--- config.mk ---
export PLATFORM = sky130hd
export DESIGN_NAME = pong_round_ctrl
export DESIGN_NICKNAME = d
export VERILOG_FILES = /design/src/rtl/pong_round_ctrl.sv
export SDC_FILE = /design/constraint.sdc
export NUM_CORES = 1
export LEC_CHECK = 0
export BUFFER_PORTS_ARGS = -buffer_cell sky130_fd_sc_hd__buf_2
export CORE_MARGIN = 2
export CORE_UTILIZATION = 30
export DETAILED_ROUTE_END_ITERATION = 16
export PLACE_DENSITY_LB_ADDON = 0.08
export SLEW_MARGIN = 20
export SYNTH_ARGS = -nofsm -noshare
export SYNTH_HDL_FRONTEND = slang
export SYNTH_SLANG_ARGS = --single-unit
--- constraint.sdc ---
create_clock -name pixel_clk_in -period 1.6 [get_ports pixel_clk_in]
set_input_delay 0.32 -clock pixel_clk_in [delete_from_list [all_inputs] [get_ports pixel_clk_in]]
set_output_delay 0.32 -clock pixel_clk_in [all_outputs]
set_load 0.02 [all_outputs]
--- src/rtl/pong_round_ctrl.sv ---
// pong_round_ctrl: round lifecycle sequencer driving puck re-centre, motion enable, speed, score and lives
module pong_round_ctrl #(
  parameter int SERVE_FRAMES   = 60,
  parameter int MISS_FRAMES    = 30,
  parameter int LIVES          = 3,
  parameter int BASE_SPEED     = 2,
  parameter int MAX_SPEED      = 8,
  parameter int HITS_PER_LEVEL = 4
) (
  input  logic       pixel_clk_in,
  input  logic       rst_n_in,
  input  logic       nf_in,
  input  logic       start_in,
  input  logic       pause_in,
  input  logic       hit_in,
  input  logic       miss_in,
  output logic [2:0] state_out,
  output logic       serve_out,
  output logic       run_out,
  output logic [3:0] speed_out,
  output logic [7:0] score_out,
  output logic [2:0] lives_out,
  output logic       game_over_out
);
  localparam logic [2:0] IDLE = 3'd0, SERVE = 3'd1, PLAY = 3'd2, MISS = 3'd3, OVER = 3'd4;
  logic [15:0] fc, fc_n;
  logic [7:0] hc, hc_n, sc_n;
  logic [3:0] spd_n;
  logic [2:0] nxt, lv_n;
  logic start_q, start_edge;
  assign start_edge = start_in & ~start_q;
  always_comb begin
    nxt = state_out;
    fc_n = fc;
    hc_n = hc;
    spd_n = speed_out;
    sc_n = score_out;
    lv_n = lives_out;
    if ((state_out == IDLE || state_out == OVER) && start_edge) begin
      nxt = SERVE;
      lv_n = 3'(LIVES);
      sc_n = '0;
      spd_n = 4'(BASE_SPEED);
      hc_n = '0;
      fc_n = 16'(SERVE_FRAMES);
    end else if (state_out == SERVE && nf_in) begin
      fc_n = fc - 16'd1;
      nxt = fc == 16'd1 ? PLAY : SERVE;
    end else if (state_out == MISS && nf_in) begin
      fc_n = fc == 16'd1 ? 16'(SERVE_FRAMES) : fc - 16'd1;
      nxt = fc == 16'd1 ? SERVE : MISS;
    end else if (state_out == PLAY && miss_in) begin
      lv_n = lives_out - 3'd1;
      nxt = lives_out == 3'd1 ? OVER : MISS;
      fc_n = 16'(MISS_FRAMES);
    end else if (state_out == PLAY && hit_in) begin
      sc_n = score_out == 8'hff ? score_out : score_out + 8'd1;
      hc_n = hc == 8'(HITS_PER_LEVEL - 1) ? 8'd0 : hc + 8'd1;
      spd_n = (hc == 8'(HITS_PER_LEVEL - 1) && speed_out < 4'(MAX_SPEED)) ? speed_out + 4'd1 : speed_out;
    end
  end
  always_ff @(posedge pixel_clk_in) begin
    if (!rst_n_in) begin
      start_q <= 1'b1;
      fc <= '0;
      hc <= '0;
      state_out <= IDLE;
      serve_out <= 1'b0;
      run_out <= 1'b0;
      speed_out <= 4'(BASE_SPEED);
      score_out <= '0;
      lives_out <= 3'(LIVES);
      game_over_out <= 1'b0;
    end else begin
      start_q <= start_in;
      fc <= fc_n;
      hc <= hc_n;
      state_out <= nxt;
      serve_out <= nxt == SERVE && state_out != SERVE;
      run_out <= nxt == PLAY && !pause_in;
      speed_out <= spd_n;
      score_out <= sc_n;
      lives_out <= lv_n;
      game_over_out <= nxt == OVER;
    end
  end
endmodule

==> results of run 1 <==
-- power groups by stage --
stage          registers (mW)  logic (mW)  clock network (mW)
3_5_place_dp             1.22       0.501                   0
5_1_grt                  1.21       0.707               0.928
4_1_cts                  1.20       0.576               0.875
6_report                 1.20       0.646               0.843
3_3_place_gp             1.22       0.504                   0
2_1_floorplan            1.24       0.240                   0
-- final cells by class --
class                           instances  area share
Inverter                                8    0.009448
Clock buffer                            6     0.02725
Multi-Input combinational cell        201      0.4390
Timing Repair Buffer                  100      0.2111
Sequential cell                        46      0.2722
Clock inverter                          2    0.003997
Tap cell                              102     0.03706
-- final timing paths --
| path | start | to | slack (ns) |
|---|---|---|---|
| setup reg to reg | fc[0]$_SDFFE_PP0P_ | fc[12]$_SDFFE_PP0P_ | -0.11 |
| setup / recovery | fc[0]$_SDFFE_PP0P_ | fc[12]$_SDFFE_PP0P_ | -0.11 |
| hold / removal | pause_in | run_out$_SDFF_PN0_ | 0.18 |
| hold reg to reg | lives_out[1]$_SDFFE_PP1P_ | lives_out[1]$_SDFFE_PP1P_ | 0.51 |
-- repair_timing --
| action | in CTS | in global routing |
|---|---|---|
| endpoints found under the setup margin | 28 | 32 |
| hold buffers | 0 | 0 |
| gates cloned | 1 | 0 |
| endpoints found under the hold margin | 0 | 0 |
| pin swaps | 17 | 24 |
| setup buffers | 6 | 6 |
| gates resized for setup | 29 | 31 |
-- sequential cells by signal, summed over array words and instances, names as in the netlist --
| name | flops |
|---|---|
| score_out | 8 |
| game_over_out | 1 |
| state_out | 3 |
| serve_out | 1 |
| hc | 8 |
| lives_out | 3 |
| fc | 16 |
| run_out | 1 |
| speed_out | 4 |
| start_q | 1 |
-- routing by layer --
metal	up-vias	part of all wire	GRT usage
li1	1166	-	-
met3	6	0.033	0.02383
met4	0	0.011	0.04104
met2	34	0.45	0.2592
met5	-	0	0
met1	1058	0.51	0.2261
-- critical path, cell delays in order, from the launching register on --
cell     delay (ns)
dfxtp_2        0.34
inv_2          0.07
ha_4           0.13
nor3b_4        0.25
nand4_1        0.19
buf_4          0.18
or3_1          0.31
nand2_1        0.06
a32o_1         0.12
-- cells by family (layout without fill, tap and decap cells) --
| group | count (synthesis) | in the layout | share of synthesized area |
|---|---|---|---|
| muxes | 2 | 2 | 0.008607 |
| adders and majority gates | 7 | 7 | 0.03765 |
| DFF | 46 | 46 | 0.3959 |
| AOI/OAI and AO/OA | 47 | 47 | 0.1458 |
| buffers and inverters | 17 | 116 | 0.03712 |
| xor gates and xnor gates | 17 | 17 | 0.06401 |
| and+or+nand+nor | 127 | 128 | 0.3109 |
-- through the flow --
stage | instance area, sq um | hold WS (ns)
3_3_place_gp | 3015 | 0.4986
4_1_cts | 3271 | 0.1656
5_1_grt | 3443 | 0.1772
2_1_floorplan | 2345 | 0.3930
3_5_place_dp | 3015 | 0.4957
6_report | 3443 | 0.1790
-- layout by cell type (no fill, tap or decap), types with 5 or more instances in the layout --
cell,n
nor2_1,28
and3_1,7
buf_2,27
xnor2_1,7
dfxtp_1,37
clkbuf_8,5
nand2_1,18
xor2_1,10
dfxtp_2,7
nand4_1,12
nand3_1,7
inv_1,5
a31oi_1,9
nand2_2,7
nor3_2,5
a21oi_1,6
buf_6,5
ha_1,5
buf_4,66
==> key figures, run 1 <==
Outcome
  – Status: finished with violations
  – Violated checks: negative setup slack

Timing
  – Final Skew: 0.008883 ns
  – Slew @ Worst Pin: 0.5667 ns
  – Tcrit/Tclk final: 1.067
  – Relative slew slack: 0.6214
  – Unrepaired setup endpoints after global routing: true
  – Setup WS post-layout: -0.1065 ns
  – Final hold vios: 0
  – Setup TNS: -0.3734 ns
  – Max-slew violation count: 0
  – F_max: 0.5860 GHz
  – Endpoints failing setup: 10
  – Final worst path period need: 1.706 ns

Global route
  – Largest net degree at the start of global routing: 16
  – Gr ovfl total: 0
  – Number of antenna violations at the first check in global routing: 0
  – First-pass GRT wire length: 11.01 mm
  – Gr usage total: 0.1611
  – Vias in the first global route: 2209

Logic synthesis
  – Seq/Total Area, Yosys: 0.3959
  – Synth top area share: 0.3959
  – Most frequent cell after synthesis: dfxtp_1
  – Synthesized area: 2326 sq um
  – Mapped Cells: 263
  – Mean Syn Cell Area: 8.844 sq um
  – Seq cells post-synth: 46
  – Primary FF master, synth: dfxtp_1
  – Largest cells by area after synthesis: dfxtp_1 (40%), nor2_1 (4.8%), nand2_1 (3.9%), ha_1 (3.8%), xor2_1 (3.8%)
  – Cell variety after synth: 57
  – Post-synth EDFFs: 0
  – Async set-or-reset flop fraction in the synthesized netlist: 0
  – Largest area contributor in the netlist: dfxtp_1
  – Synth Net Count: 277
  – Synth cell count leaders: dfxtp_1 (46), nor2_1 (30), nand2_1 (24)
  – Yosys warnings: 0

CTS
  – CTS tree: yes
  – Clock Latency Late Sink: 0.30 ns
  – Worst-path clk slew: 0.09 ns
  – CTS Buffer Depth: 2
  – CTS Root Cell: clkbuf_8
  – Num Clock Sinks: 46
  – Num CTS Buffers: 5
  – H-Tree Depth: 2

Placed design
  – IO buf count: 27
  – Placed Cells: 444
  – Dpl ws: -0.2073 ns
  – RePlAce Congestion: 0.8464
  – Detail Placement HPWL: 4.657 mm

Floorplanning
  – Chip Height: 92.05 microns
  – # IOs: 28
  – Die Width: 92.05 microns
  – Starting Density: 0.3058
  – Die area: 8473 sq um
  – Core area: 7607 sq um
  – Rows: 32

Worst setup path
  – Crit Path Max Fanout: 3
  – Req. time, crit path: 1.84 ns
  – CP Launch Type: flop
  – Worst EP arrival: 1.95 ns
  – Worst-case reg-to-reg path depth: 8
  – Critical path capture point type: flop
  – Crit path kind: flop to flop

Routing
  – DRC viols: 0
  – Drt via density: 4.869
  – Via total after detailed routing: 2264
  – WL final: 6.414 mm
  – Initial DRC count: 103
  – WL/cell: 13.79 microns
  – Post-route ant nets: 0
  – Pre-antenna DRT Iters: 5

Pwr
  – Logic pwr share: 0.240
  – Switching power total: 0.7809 mW
  – Leakage: 1.475 nW
  – Internal: 1.909 mW
  – Flop pwr share: 0.446
  – Final Power: 2.690 mW
  – Sw Share: 0.2903
  – IR drop worst, VDD: 305.2 uV
  – Clock power frac: 0.313
  – Cell Pwr Density: 781.2 nW/um^2

Layout
  – Finished Layout Cells: 465
  – Area grow syn2layout: 48.04%
  – Antenna cells: 0
  – Layout cells sized above 1: 0.4545
  – Fin nets: 376
  – Multi-input logic area: 1511 sq um
  – Fillers: 756
  – Final core utilization: 0.4526
  – Register area: 937.1 sq um

Run
  – Max-cap violations: 0

Hold path
  – Hold depth: 2
  – Worst min-delay path class: input pin to flop
No activity file was read; power rests on OpenSTA's default activity.
==> run 2: changes to the inputs <==
- CTS_BUF_LIST: not set -> sky130_fd_sc_hd__clkbuf_2 sky130_fd_sc_hd__clkbuf_4 sky130_fd_sc_hd__clkbuf_8
==> key figures, run 2 (synthesis gave the netlist of run 1 again) <==
Outcome
  – Status: finished with violations
  – Violated checks: negative setup slack

CTS
  – Num Clock Sinks: 46
  – CTS Buffer Depth: 2
  – Worst-path clk slew: 0.09 ns
  – CTS tree: yes
  – H-Tree Depth: 2
  – Cts hold-fix bufs: 0
  – CTS Root Cell: clkbuf_8
  – Clock Latency Late Sink: 0.30 ns
  – Num CTS Buffers: 5

Worst setup path
  – Reg2reg setup slack: -0.12 ns
  – Crit path kind: flop to flop
  – Slowest cell on crit path: dfxtp_2
  – CP Launch Type: flop
  – Req. time, crit path: 1.84 ns
  – Crit Path Max Fanout: 3
  – Worst EP arrival: 1.97 ns
  – Setup crit start: fc[0]$_SDFFE_PP0P_
  – Worst r2r src: fc[0]$_SDFFE_PP0P_
  – Critical path capture point type: flop
  – Levels on crit path: 8
  – Reg2reg end: fc[12]$_SDFFE_PP0P_
  – Delay-heaviest family, CP: simple AND/OR/NAND/NOR gates
  – CP cell instances: inv_2 -> ha_4 -> nor3b_4 -> nand4_1 -> buf_4 -> or3_1 -> nand2_1 -> a32o_1
  – Worst-case reg-to-reg path depth: 8
  – Buf/Inv on CP: 2
  – Critical path capture point: fc[12]$_SDFFE_PP0P_
  – CP peak stage delay: 0.34 ns

Routing
  – DRC viols: 0
  – Drt via density: 4.890
  – Initial DRC count: 109
  – WL/cell: 13.84 microns
  – Via total after detailed routing: 2274
  – Post-route ant nets: 0
  – WL final: 6.436 mm
  – Pre-antenna DRT Iters: 4

Pwr
  – Cell Pwr Density: 799.6 nW/um^2
  – IR drop worst, VDD: 330.4 uV
  – Leakage: 1.476 nW

Global route
  – Gr usage total: 0.1611
  – Number of antenna violations at the first check in global routing: 0
  – First-pass GRT wire length: 11.01 mm
  – Vias in the first global route: 2209
  – Largest net degree at the start of global routing: 16
  – Gr ovfl total: 0

Floorplanning
  – Die area: 8473 sq um
  – Rows: 32
  – Core area: 7607 sq um
  – Starting Density: 0.3058
  – Die Width: 92.05 microns
  – Chip Height: 92.05 microns
  – # IOs: 28

Layout
  – Leading registers by flop count: fc x16, hc x8, score_out x8
  – Layout cells sized above 1: 0.4545
  – Antenna cells: 0
  – Fin nets: 376
  – Top reg by flops: fc
  – Most common cell after layout, fill and taps aside: buf_4
  – Area grow syn2layout: 48.25%
  – Most frequent cells in the layout: buf_4 (66), dfxtp_1 (37), nor2_1 (28)
  – Largest register FFs: 16

Hold path
  – Hold depth: 2
  – Worst min-delay path class: input pin to flop

Timing
  – Final hold vios: 0
  – Setup WS post-layout: -0.1241 ns
  – Setup TNS: -0.4210 ns
  – Final worst path period need: 1.724 ns
  – Tcrit/Tclk final: 1.078
  – Max-slew violation count: 0
  – Relative slew slack: 0.6442
  – Final Skew: 0.007650 ns
  – Unrepaired setup endpoints after global routing: true
  – Slew @ Worst Pin: 0.5326 ns
  – F_max: 0.5800 GHz
  – Endpoints failing setup: 10

Placed design
  – IO buf count: 27
  – Dpl ws: -0.2073 ns
  – RePlAce Congestion: 0.8464
  – Detail Placement HPWL: 4.657 mm

Run
  – Max-cap violations: 0
==> run 2: cell types whose count changed in the layout (fill, tap and decap cells not counted), sizes merged <==
cell,before,now
clkbuf,6,5
bufinv,0,1
==> run 2: per-stage QoR <==
stage / instance area, sq um / power (mW) / util / hold WS, ns / std cells
6_report: 3448 / 2.757 / 0.4533 / 0.1796 / 465
5_1_grt: 3448 / 2.901 / 0.4533 / 0.1784 / 465
4_1_cts: 3276 / 2.711 / 0.4306 / 0.1667 / 459
3_5_place_dp: 3015 / 1.722 / 0.3964 / 0.4957 / 444
3_3_place_gp: 3015 / 1.725 / 0.3964 / 0.4986 / 444
2_1_floorplan: 2345 / 1.480 / - / 0.3930 / 263
==> run 2: cell type report <==
class	instances	area (sq um)
flip-flops and latches	46	937.1
clock inverters	3	43.79
fillers	757	4159
repair buffers	100	726.9
inverters	8	32.53
multi-input cells	201	1511
well taps	102	127.6
clock buffers	5	68.82
==> run 2: worst min-delay path by stage <==
stage / end / slack [ns] / from
finish: run_out$_SDFF_PN0_ / 0.18 / pause_in
global route: run_out$_SDFF_PN0_ / 0.18 / pause_in
CTS: run_out$_SDFF_PN0_ / 0.17 / pause_in
detailed placement: run_out$_SDFF_PN0_ / 0.50 / pause_in
global placement: run_out$_SDFF_PN0_ / 0.50 / pause_in
floorplan: start_q$_SDFF_PN1_ / 0.39 / rst_n_in
==> run 2: per-layer routing <==
layer  GRT usage  routed length, microns  up-vias
met3     0.02383                     206        6
met4     0.04104                      68        0
met2      0.2592                    2873       33
met1      0.2261                    3287     1072
met5           0                       0        -
li1            -                       -     1163
==> run 2: power by group <==
group	total, mW	internal (mW)	leakage, nW	switching (mW)
clock network	0.908	0.469	0.0585	0.438
registers	1.20	1.17	0.377	0.0258
logic	0.649	0.328	1.04	0.322
total	2.76	1.97	1.48	0.786
==> run 2: timing repair <==
item                       CTS  global route
setup endpoints to repair   28            32
pin swaps                   17            24
cloned                       1             0
gates resized for setup     29            31
buffers inserted             6             6
==> run 3: changes to the inputs <==
- CORE_UTILIZATION: 30 -> 45
- RECOVER_POWER: not set -> 50
==> key figures, run 3 (synthesis gave the netlist of run 1 again) <==
Outcome
  – Status: finished with violations
  – Violated checks: negative setup slack

Floorplanning
  – Core area: 5042 sq um
  – Die Width: 75.90 microns
  – Starting Density: 0.4613
  – Rows: 26
  – Chip Height: 75.90 microns
  – Die area: 5760 sq um
  – # IOs: 28

Routing
  – WL final: 6.156 mm
  – Post-route ant nets: 0
  – Drt via density: 5.344
  – Initial DRC count: 116
  – Via total after detailed routing: 2282
  – Pre-antenna DRT Iters: 4
  – WL/cell: 14.42 microns
  – DRC viols: 0

Timing
  – Setup WS post-layout: -0.1078 ns
  – Max-slew violation count: 0
  – Endpoints failing setup: 13
  – Slew @ Worst Pin: 0.6285 ns
  – Final worst path period need: 1.708 ns
  – Unrepaired setup endpoints after global routing: true
  – F_max: 0.5856 GHz
  – Tcrit/Tclk final: 1.067
  – Final hold vios: 0
  – Final Skew: 0.005228 ns
  – Relative slew slack: 0.5801

CTS
  – Num Clock Sinks: 46
  – Clock Latency Late Sink: 0.31 ns
  – H-Tree Depth: 2
  – CTS Root Cell: clkbuf_8
  – Num CTS Buffers: 5
  – Cts hold-fix bufs: 0
  – Worst-path clk slew: 0.09 ns
  – CTS Buffer Depth: 2
  – CTS tree: yes

Global route
  – Met2 GRT Util: 0.3400
  – Largest net degree at the start of global routing: 15
  – Met1 Use GR: 0.2994
  – GRT met3 Usage: 0.04497
  – Number of antenna violations at the first check in global routing: 0
  – First-pass GRT wire length: 9.584 mm
  – Vias in the first global route: 2048
  – Gr usage total: 0.2209
  – Gr ovfl total: 0
  – Top Usage Layer GRT: met2

Worst setup path
  – Worst r2r src: fc[2]$_SDFFE_PN0P_
  – Req. time, crit path: 1.83 ns
  – CP Launch Type: flop
  – Crit path kind: flop to flop
  – Crit Path Max Fanout: 3
  – Worst EP arrival: 1.94 ns
  – Setup crit start: fc[2]$_SDFFE_PN0P_
  – Critical path capture point type: flop

Layout
  – Area grow syn2layout: 41.74%
  – Most common cell after layout, fill and taps aside: buf_4
  – Leading registers by flop count: fc x16, hc x8, score_out x8
  – Finished Layout Cells: 427
  – Layout cells sized above 1: 0.3838
  – Antenna cells: 0
  – Largest register FFs: 16
  – Final core utilization: 0.6538
  – Top reg by flops: fc
  – Fin nets: 370
  – Fillers: 451
  – Most frequent cells in the layout: buf_4 (63), dfxtp_1 (35), nor2_1 (29)

Hold path
  – Hold path start: pause_in
  – Worst min-delay path class: input pin to flop

Placed design
  – RePlAce Congestion: 0.9084
  – Dpl ws: -0.1158 ns
  – IO buf count: 27
  – Detail Placement HPWL: 4.293 mm
  – Placed Cells: 409

Pwr
  – Final Power: 2.551 mW
  – Leakage: 1.362 nW
  – IR drop worst, VDD: 380.8 uV
  – Cell Pwr Density: 773.9 nW/um^2

Run
  – Max-cap violations: 0
run 3: layer usage:
| layer | part of all wire | vias to the layer above |
|---|---|---|
| met1 | 0.48 | 1082 |
| met2 | 0.47 | 44 |
| met5 | 0 | - |
| met3 | 0.038 | 8 |
| met4 | 0.015 | 0 |
| li1 | - | 1148 |
run 3: report_power, final:
group	internal, mW	switching (mW)	total (mW)
combinational	0.298	0.301	0.600
sequential	1.17	0.0253	1.20
clock	0.326	0.426	0.752
total	1.80	0.752	2.55
run 3: path summary, 6_finish.rpt:
kind                           to  slack [ns]  depth (start not counted)
max          serve_out$_SDFF_PN0_       -0.11                          6
min            run_out$_SDFF_PN0_        0.19                          2
max reg2reg  serve_out$_SDFF_PN0_       -0.11                          6
min reg2reg   fc[10]$_SDFFE_PP0P_        0.51                          2
run 3: cell type report:
class | instances | area [sq um] | share of cell area
Tap cell | 70 | 87.58 | 0.02657
Timing Repair Buffer | 94 | 636.9 | 0.1932
Inverter | 8 | 30.03 | 0.009108
Sequential cell | 46 | 939.7 | 0.2850
Clock buffer | 6 | 76.32 | 0.02315
Multi-Input combinational cell | 201 | 1513 | 0.4588
Clock inverter | 2 | 13.76 | 0.004175
run 3: repair_timing:
item | 4_1_cts | 5_1_grt
setup buffers | 6 | 4
pin swaps | 11 | 13
gates resized for setup | 20 | 38
endpoints found under the setup margin | 35 | 33
gates cloned | 1 | 0
run 3: per-stage QoR:
step / hold WS [ns] / cell area (sq um) / setup TNS [ns]
after global placement: 0.4889 / 2953 / -1.246
after CTS: 0.1703 / 3146 / -0.3550
after detailed placement: 0.5001 / 2953 / -1.001
after floorplan: 0.3930 / 2345 / -0.1420
after global routing: 0.1927 / 3297 / -2.043
final: 0.1946 / 3297 / -0.4471
run 3: critical path: stages, from the launching register on:
cell,delay (ns)
dfxtp_2,0.34
nor4_4,0.33
nand4_1,0.22
o21ai_2,0.21
buf_4,0.16
o211ai_1,0.13
a211oi_2,0.23
